File: config.mk
export PLATFORM = sky130hd
export DESIGN_NAME = bp_aes_sbox_word
export DESIGN_NICKNAME = d
export VERILOG_FILES = /design/src/rtl/aes_sbox_pkg.sv /design/src/rtl/bp_aes_sbox.sv /design/src/rtl/bp_aes_sbox_word.sv
export SDC_FILE = /design/constraint.sdc
export NUM_CORES = 1
export LEC_CHECK = 0
export ABC_CLOCK_PERIOD_IN_PS = 40800
export CORE_AREA = 3 3 201 203
export DETAILED_ROUTE_END_ITERATION = 8
export DIE_AREA = 0 0 204 206
export GPL_ROUTABILITY_DRIVEN = 0
export PLACE_DENSITY = 0.71
export SYNTH_ARGS = -nofsm -noshare
export SYNTH_HDL_FRONTEND = slang
export SYNTH_HIERARCHICAL = 1
export SYNTH_SLANG_ARGS = --single-unit
File: constraint.sdc
create_clock -name clock -period 40.8 [get_ports clock]
set_clock_uncertainty 0.15 [all_clocks]
set_input_delay 4.08 -clock clock [delete_from_list [all_inputs] [get_ports clock]]
set_output_delay 4.08 -clock clock [all_outputs]
set_load 0.03 [all_outputs]
File: src/rtl/aes_sbox_pkg.sv
// Shared definitions for the time-shared AES S-box word engine:
// FSM encoding, beat/counter sizing helpers and configuration legality.
package aes_sbox_pkg;

    typedef enum logic [1:0] {
        ST_IDLE = 2'd0,
        ST_BUSY = 2'd1,
        ST_DONE = 2'd2
    } state_t;

    localparam int MAX_LANES = 16;

    function automatic int beats_of(input int lanes, input int nsbox);
        return (nsbox > 0) ? lanes / nsbox : 1;
    endfunction

    // Counter width never collapses to zero bits, even for a single beat.
    function automatic int cnt_width(input int n);
        return (n > 1) ? $clog2(n) : 1;
    endfunction

    function automatic bit cfg_legal(input int lanes, input int nsbox);
        return (lanes >= 1) && (lanes <= MAX_LANES) && (nsbox >= 1) &&
               (nsbox <= lanes) && ((lanes % nsbox) == 0);
    endfunction

endpackage

File: src/rtl/bp_aes_sbox.sv
// Single-byte AES S-box, forward or inverse, sharing one GF(2^8) inversion.
// Latency: combinational. Backpressure: none (pure function of x and inv).
// Inverse mode runs the inverse affine map before the shared inversion.
module bp_aes_sbox (
    input  logic [7:0] x,
    input  logic       inv,
    output logic [7:0] y
);

    function automatic logic [7:0] gf_mul(input logic [7:0] a, input logic [7:0] b);
        logic [7:0] p;
        logic [7:0] aa;
        p  = 8'h00;
        aa = a;
        for (int i = 0; i < 8; i++) begin
            if (b[i]) p = p ^ aa;
            aa = {aa[6:0], 1'b0} ^ (aa[7] ? 8'h1b : 8'h00);
        end
        return p;
    endfunction

    // a^254 is the multiplicative inverse, and maps 0 to 0 as AES requires.
    function automatic logic [7:0] gf_inv(input logic [7:0] a);
        logic [7:0] sq;
        logic [7:0] acc;
        sq  = a;
        acc = 8'h01;
        for (int i = 1; i < 8; i++) begin
            sq  = gf_mul(sq, sq);
            acc = gf_mul(acc, sq);
        end
        return acc;
    endfunction

    function automatic logic [7:0] fwd_affine(input logic [7:0] g);
        return g ^ {g[6:0], g[7]} ^ {g[5:0], g[7:6]} ^ {g[4:0], g[7:5]} ^
               {g[3:0], g[7:4]} ^ 8'h63;
    endfunction

    function automatic logic [7:0] inv_affine(input logic [7:0] v);
        return {v[6:0], v[7]} ^ {v[4:0], v[7:5]} ^ {v[1:0], v[7:2]} ^ 8'h05;
    endfunction

    logic [7:0] pre;
    logic [7:0] g;

    always_comb begin
        pre = inv ? inv_affine(x) : x;
        g   = gf_inv(pre);
        y   = inv ? g : fwd_affine(g);
    end

endmodule

File: src/rtl/bp_aes_sbox_word.sv
// LANES-byte SubBytes/InvSubBytes with NSBOX S-boxes time-shared over BEATS=LANES/NSBOX beats.
// Latency: out_valid rises BEATS edges after accept; one word per BEATS+1 cycles sustained.
// Backpressure: result held in DONE until out_ready; in_ready reopens combinationally on handoff.
module bp_aes_sbox_word
    import aes_sbox_pkg::*;
#(
    parameter int LANES = 4,
    parameter int NSBOX = 1
) (
    input  logic               clock,
    input  logic               reset,
    input  logic               in_valid,
    output logic               in_ready,
    input  logic [8*LANES-1:0] in_data,
    input  logic               in_inv,
    output logic               out_valid,
    input  logic               out_ready,
    output logic [8*LANES-1:0] out_data,
    output logic               out_inv
);

    localparam int BEATS = beats_of(LANES, NSBOX);
    localparam int BW    = cnt_width(BEATS);
    localparam int LW    = cnt_width(LANES);

    if (!cfg_legal(LANES, NSBOX)) begin : g_cfg_check
        $error("bp_aes_sbox_word: LANES must be 1..16 and divisible by NSBOX");
    end

    state_t        state;
    logic [BW-1:0] beat;
    logic          inv_q;
    logic [7:0]    lane_q   [LANES];
    logic [7:0]    res_q    [LANES];
    logic [LW-1:0] lane_idx [NSBOX];
    logic [7:0]    sb_out   [NSBOX];
    logic          accept;

    assign in_ready = (state == ST_IDLE) || ((state == ST_DONE) && out_ready);
    assign accept   = in_valid && in_ready;

    always_comb begin
        for (int j = 0; j < NSBOX; j++) begin
            lane_idx[j] = LW'(int'(beat) * NSBOX + j);
        end
    end

    for (genvar j = 0; j < NSBOX; j++) begin : g_sbox
        bp_aes_sbox u_sbox (
            .x   (lane_q[lane_idx[j]]),
            .inv (inv_q),
            .y   (sb_out[j])
        );
    end

    for (genvar i = 0; i < LANES; i++) begin : g_out
        assign out_data[8*i +: 8] = res_q[i];
    end

    always_ff @(posedge clock or posedge reset) begin
        if (reset) begin
            state     <= ST_IDLE;
            beat      <= '0;
            inv_q     <= 1'b0;
            out_valid <= 1'b0;
            out_inv   <= 1'b0;
            for (int i = 0; i < LANES; i++) begin
                lane_q[i] <= 8'h00;
                res_q[i]  <= 8'h00;
            end
        end else begin
            case (state)
                ST_IDLE: ;
                ST_BUSY: begin
                    for (int j = 0; j < NSBOX; j++) begin
                        res_q[lane_idx[j]] <= sb_out[j];
                    end
                    beat <= beat + 1'b1;
                    if (beat == BW'(BEATS - 1)) begin
                        state     <= ST_DONE;
                        out_valid <= 1'b1;
                        out_inv   <= inv_q;
                    end
                end
                ST_DONE: begin
                    if (out_ready) begin
                        out_valid <= 1'b0;
                        state     <= ST_IDLE;
                    end
                end
                default: state <= ST_IDLE;
            endcase
            // A new accept (IDLE, or DONE handing off) overrides the state chosen above.
            if (accept) begin
                for (int i = 0; i < LANES; i++) begin
                    lane_q[i] <= in_data[8*i +: 8];
                end
                inv_q <= in_inv;
                beat  <= '0;
                state <= ST_BUSY;
            end
        end
    end

endmodule
Yosys cells after proc, flatten, opt, wreduce, memory -nomap -nowiden --
Cells that the tools add are included.
Cells by class: add/subtract/negate cells 1, order comparisons 2, equal/unequal tests 8, multiplexer cells 220, bitwise operators 198, reductions and logical operators 10
Operators with widths (count):
- $xor A8 B8 Y8 | 188
- $mux W8 | 110
- $mux W5 | 92
- $bwmux W32 | 1
- $bmux W8 S2 | 1
- $demux W8 S2 | 1
- $mux W2 | 6
- $mux W7 | 1
- $not A1 Y1 const A | 7
- $mux W6 | 1
- $ne A2 B2 Y1 const B | 3
- $ne A3 B3 Y1 const B | 2
- $pmux W2 S3 | 1
- $reduce_and A3 Y1 | 2
- $eq A2 B2 Y1 const B | 2
- $mux W4 | 1
- $not A4 Y4 | 1
- $reduce_bool A2 Y1 | 2
- $ge A3 B3 Y1 const B | 1
- $logic_and A1 B1 Y1 | 3
- $lt A3 B1 Y1 const B | 1
- $mux W1 | 3
- $mux W3 | 1
- $not A2 Y3 | 1
- 7 further kinds | 7
Word-level totals: flip-flop bits (word level) 71, bits of input ports 37, output and inout port bits 35, logic and storage cells 452

Longest topological paths before layout --
depth in word-level cells 142, mapped depth 75, gate-level depth less buffers 62

By module --
The synthesis kept the hierarchy.
Modules (own cells, without submodules):
- bp_aes_sbox | instances 1, cells an instance 2125, area an instance 16313.1 µm², seq. area each 0.0 µm²
- bp_aes_sbox_word | instances 1, cells an instance 181, area an instance 2966.6 µm², seq. area each 1776.7 µm²

Worst setup path before layout --
Ideal clock, no wire load.
kind register to register, from register beat[0], to register res_q, in the netlist out_data[14], setup time 0.125 ns, data arrival time 17.393 ns, path slack 23.132 ns, cell stages (with the launch flop) 72, clock period less this slack 17.668 ns, cells stage by stage dfrtp_1 -> buf_2 -> mux4_2 -> buf_2 -> xor3_1 -> a21oi_4 -> inv_2 -> buf_6 -> ha_1 -> or4b_1 -> mux2i_1 -> a311oi_1 -> xnor2_1 -> xnor2_2 -> inv_1 -> clkbuf_1 -> clkbuf_1 -> ha_1 -> (+36 left out) -> xor2_1 -> mux2i_1 -> a22oi_1 -> xnor3_2 -> xnor2_4 -> xnor2_4 -> xnor3_2 -> xnor2_2 -> xnor2_1 -> nor2_1 -> mux2i_1 -> xnor3_1 -> xnor2_1 -> xnor2_2 -> xnor3_1 -> nor2_1 -> xnor2_1 -> mux2_2
RTL lines:
- start, declared | line bp_aes_sbox_word.sv:31 | logic [BW-1:0] beat;
- start signal, assigned | line bp_aes_sbox_word.sv:78 | beat <= beat + 1'b1;
- end signal, assigned by index | line bp_aes_sbox_word.sv:76 | res_q[lane_idx[j]] <= sb_out[j];
- end, declared | line bp_aes_sbox_word.sv:34 | logic [7:0] res_q [LANES];

==> reports/results.tsv <==
stage	metric	value	unit
run_status	status	complete, no violations	
logic_synthesis	synth_area_leaders	xnor2_1 15%, dfrtp_1 9.2%, xnor3_1 8.8%	
logic_synthesis	synthFlopType	dfrtp_1	
detailed_routing	routed_wl	54000	um
logic_synthesis	syn_inst	2306	
floorplanning	die-area	42000	um2
logic_synthesis	ys_seq_area_share	9.22	%
finish	final_nets	2340	
min_path	min_path_type	reg -> reg	
timing	worst_pin_slew	1.11	ns
timing	period_share	52.8	%
floorplanning	die_w	204	um
placement	io_buffers	71	
logic_synthesis	synth_edf_count	0	
floorplanning	start_util	49.9	%
logic_synthesis	yosysMostFrequentCell	xnor2_1	
logic_synthesis	ys_seq_elements	71	
finish	area_growth	7.62	%
clocking	cts_setup_buffers	0	
floorplanning	die_h	206	um
detailed_routing	wl_per_cell	19.2	um
timing	final_hold_viol_count	0	
placement	dp_hpwl	38800	um
worst_setup_path	r2r_cells	60	
worst_setup_path	cp_slowest_cell	xor2_1	
detailed_routing	drt_iter0_drc	1535	
logic_synthesis	synthTopCellsByCount	334 x xnor2_1, 285 x nor2_1, 222 x nand2_1	
clocking	clkSinkCount	71	
timing	setup_viol_count_final	0	
worst_setup_path	crit_required	40.87	ns
timing	max_freq	46.4	MHz
logic_synthesis	synth_top_area_share	15.2	%
global_route	grt-ovfl-total	0	
worst_setup_path	end_kind	register	
global_route	antenna_found_initial	0	
clocking	hold_buffers	0	
clocking	clk_pin_slew_worst_paths	0.06	ns
detailed_routing	num_vias	17400	
global_route	grt_max_degree	72	
logic_synthesis	yosys_warnings	6	
global_route	grt_first_pass_wirelength	88300	um
logic_synthesis	syn_area	19300	um2
min_path	min_to	lane_q[1]$_DFFE_PP0P_	
global_route	globalRouteTotalUtil	25.2	%
worst_setup_path	path_max_fanout	28	
worst_setup_path	rr_endpoint	out_data[6]$_DFFE_PP0P_	
clocking	clk_latency	0.33	ns
logic_synthesis	syn_nets	2354	
timing	max_slew_margin	25.3	%
finish	drive_gt1_share	13.3	%
min_path	hp-start	lane_q[1]$_DFFE_PP0P_	
clocking	cts_buffers	9	
worst_setup_path	r2r_slack	19.24	ns
timing	finalWorstPathRequiredPeriod	21.56	ns
finish	diodes	0	
worst_setup_path	cp_slowest_stage_delay	0.89	ns
timing	setup_tns	0	ns
worst_setup_path	cp_data_arrival_time	21.63	ns
worst_setup_path	cp.depth	60	
clocking	cts-root-buf	clkbuf_16	
run	max_cap_violations	0	
global_route	grt_pass1_vias	17000	
worst_setup_path	critPathLaunchType	register	
detailed_routing	drtPass1Iterations	6	
worst_setup_path	worstSetupPathType	reg -> reg	
floorplanning	rows	72	
logic_synthesis	yosys.cell_types.count	115	
clocking	cts_resized	0	
timing	rsz0062_at_grt	no	
worst_setup_path	worstReg2RegStart	beat[0]$_DFFE_PP0P_	
worst_setup_path	cp_num_buf_inv	4	
worst_setup_path	cp_common_cell	xnor2_1	
floorplanning	boundaryPins	72	
logic_synthesis	synth-async-reset-ratio	100	%
detailed_routing	drcViolationCount	0	
detailed_routing	vias_per_cell	6.17	
logic_synthesis	postSynthAreaPerCell	8.36	um2
clocking	clockBufferDepth	2	
worst_setup_path	critical-path-top-delay-family	XOR/XNOR gates	
detailed_routing	ant_nets	0	
logic_synthesis	synth_top_area_cell	xnor2_1	
min_path	hold_path_depth	1	
floorplanning	core_area	38600	um2
timing	slew_viol_final	0	
clocking	htreeDepth	3	
clocking	cts_tree	yes	
per-layer routing:
metal  up-vias  global-route usage, %  part of all wire (%)
li1       8123                      -                     -
met1      8331                   34.0                    43
met2       812                   43.1                    48
met3       112                   2.66                   7.5
met4         0                   6.96                   2.1
met5         -                      0                     0
worst reg2reg max path: cells and delay by family (launching register included):
kind / cells / cell delay [ns]
AOI/OAI and AO/OA: 16 / 4.74
xor gates and xnor gates: 19 / 7.68
adders and majority gates: 3 / 1.27
buffers and inverters: 4 / 1.36
DFF: 1 / 0.77
muxes: 7 / 2.33
and+or+nand+nor: 11 / 3.15
area by class of cell:
cell class / instances / area (um2)
clock buffer: 9 / 225
clock inverter: 7 / 80.1
fill: 3510 / 17900
inverter: 27 / 101
multi-input combinational: 2051 / 16700
sequential: 71 / 1780
tap: 518 / 648
timing repair buffer: 132 / 1170
logic make-up after synthesis:
kind of cell	count (synthesis)	share of synthesized area (%)
buffers and inverters	184	4.38
AND/OR/NAND/NOR	776	18.5
flip-flops	71	9.22
multiplexers	173	10.4
adder cells (fa/ha/maj)	11	0.714
AO/OA/AOI/OAI	463	16.9
XOR/XNOR	628	39.9
metrics by stage:
step,instances,setup WS (ns),util [%],hold slack (ns),instance area [um2]
after floorplan,2306,23.13,-,0.302,19300
after global placement,2799,20.00,52.9,0.320,20400
after detailed placement,2799,19.50,52.9,0.330,20400
after CTS,2815,19.45,53.7,0.343,20700
after global routing,2815,17.99,53.7,0.354,20700
final,2815,19.24,53.7,0.339,20700
flip-flops by register name (all words and copies together), names as in the netlist:
| name | cells |
|---|---|
| out_data | 32 |
| out_valid | 1 |
| state | 2 |
| out_inv | 1 |
| inv_q | 1 |
| beat | 2 |
| lane_q | 32 |
worst max path at each step:
stage | start | end | slack, ns
finish | beat[0]$_DFFE_PP0P_ | out_data[6]$_DFFE_PP0P_ | 19.24
detailed placement | beat[0]$_DFFE_PP0P_ | out_data[6]$_DFFE_PP0P_ | 19.50
floorplan | beat[0]$_DFFE_PP0P_ | out_data[14]$_DFFE_PP0P_ | 23.13
global route | beat[0]$_DFFE_PP0P_ | out_data[28]$_DFFE_PP0P_ | 17.99
global placement | beat[0]$_DFFE_PP0P_ | out_data[14]$_DFFE_PP0P_ | 20.00
CTS | beat[0]$_DFFE_PP0P_ | out_data[6]$_DFFE_PP0P_ | 19.45
layout by cell type, fill, tap and decap left out, types with 13 or more instances in the layout:
| cell type | synthesis | routed |
|---|---|---|
| nand2_1 | 222 | 222 |
| o31ai_1 | 20 | 20 |
| a211oi_1 | 20 | 20 |
| a22oi_1 | 19 | 19 |
| xnor2_4 | 14 | 14 |
| xor3_1 | 25 | 25 |
| xor2_2 | 9 | 13 |
| xor2_1 | 122 | 118 |
| inv_1 | 23 | 22 |
| a31oi_1 | 22 | 22 |
| and2_1 | 27 | 27 |
| nand2b_1 | 21 | 21 |
| dfrtp_1 | 71 | 71 |
| o21ai_0 | 55 | 55 |
| mux2i_1 | 68 | 68 |
| buf_4 | 13 | 61 |
| o22ai_1 | 30 | 30 |
| clkdlybuf4s50_1 | 0 | 71 |
| mux2_2 | 81 | 81 |
| nor2_1 | 285 | 285 |
| xnor2_2 | 39 | 47 |
| or3_1 | 13 | 13 |
| nor4_1 | 16 | 16 |
| nand3_1 | 46 | 46 |
| and3_1 | 14 | 14 |
| o211ai_1 | 17 | 17 |
| nor3_1 | 59 | 59 |
| a21oi_1 | 112 | 112 |
| xnor2_1 | 334 | 326 |
| xnor3_1 | 75 | 75 |
Power is left out: the tool's default activity adds up to more than one toggle a clock period on the data nets, which glitch-free logic cannot reach.
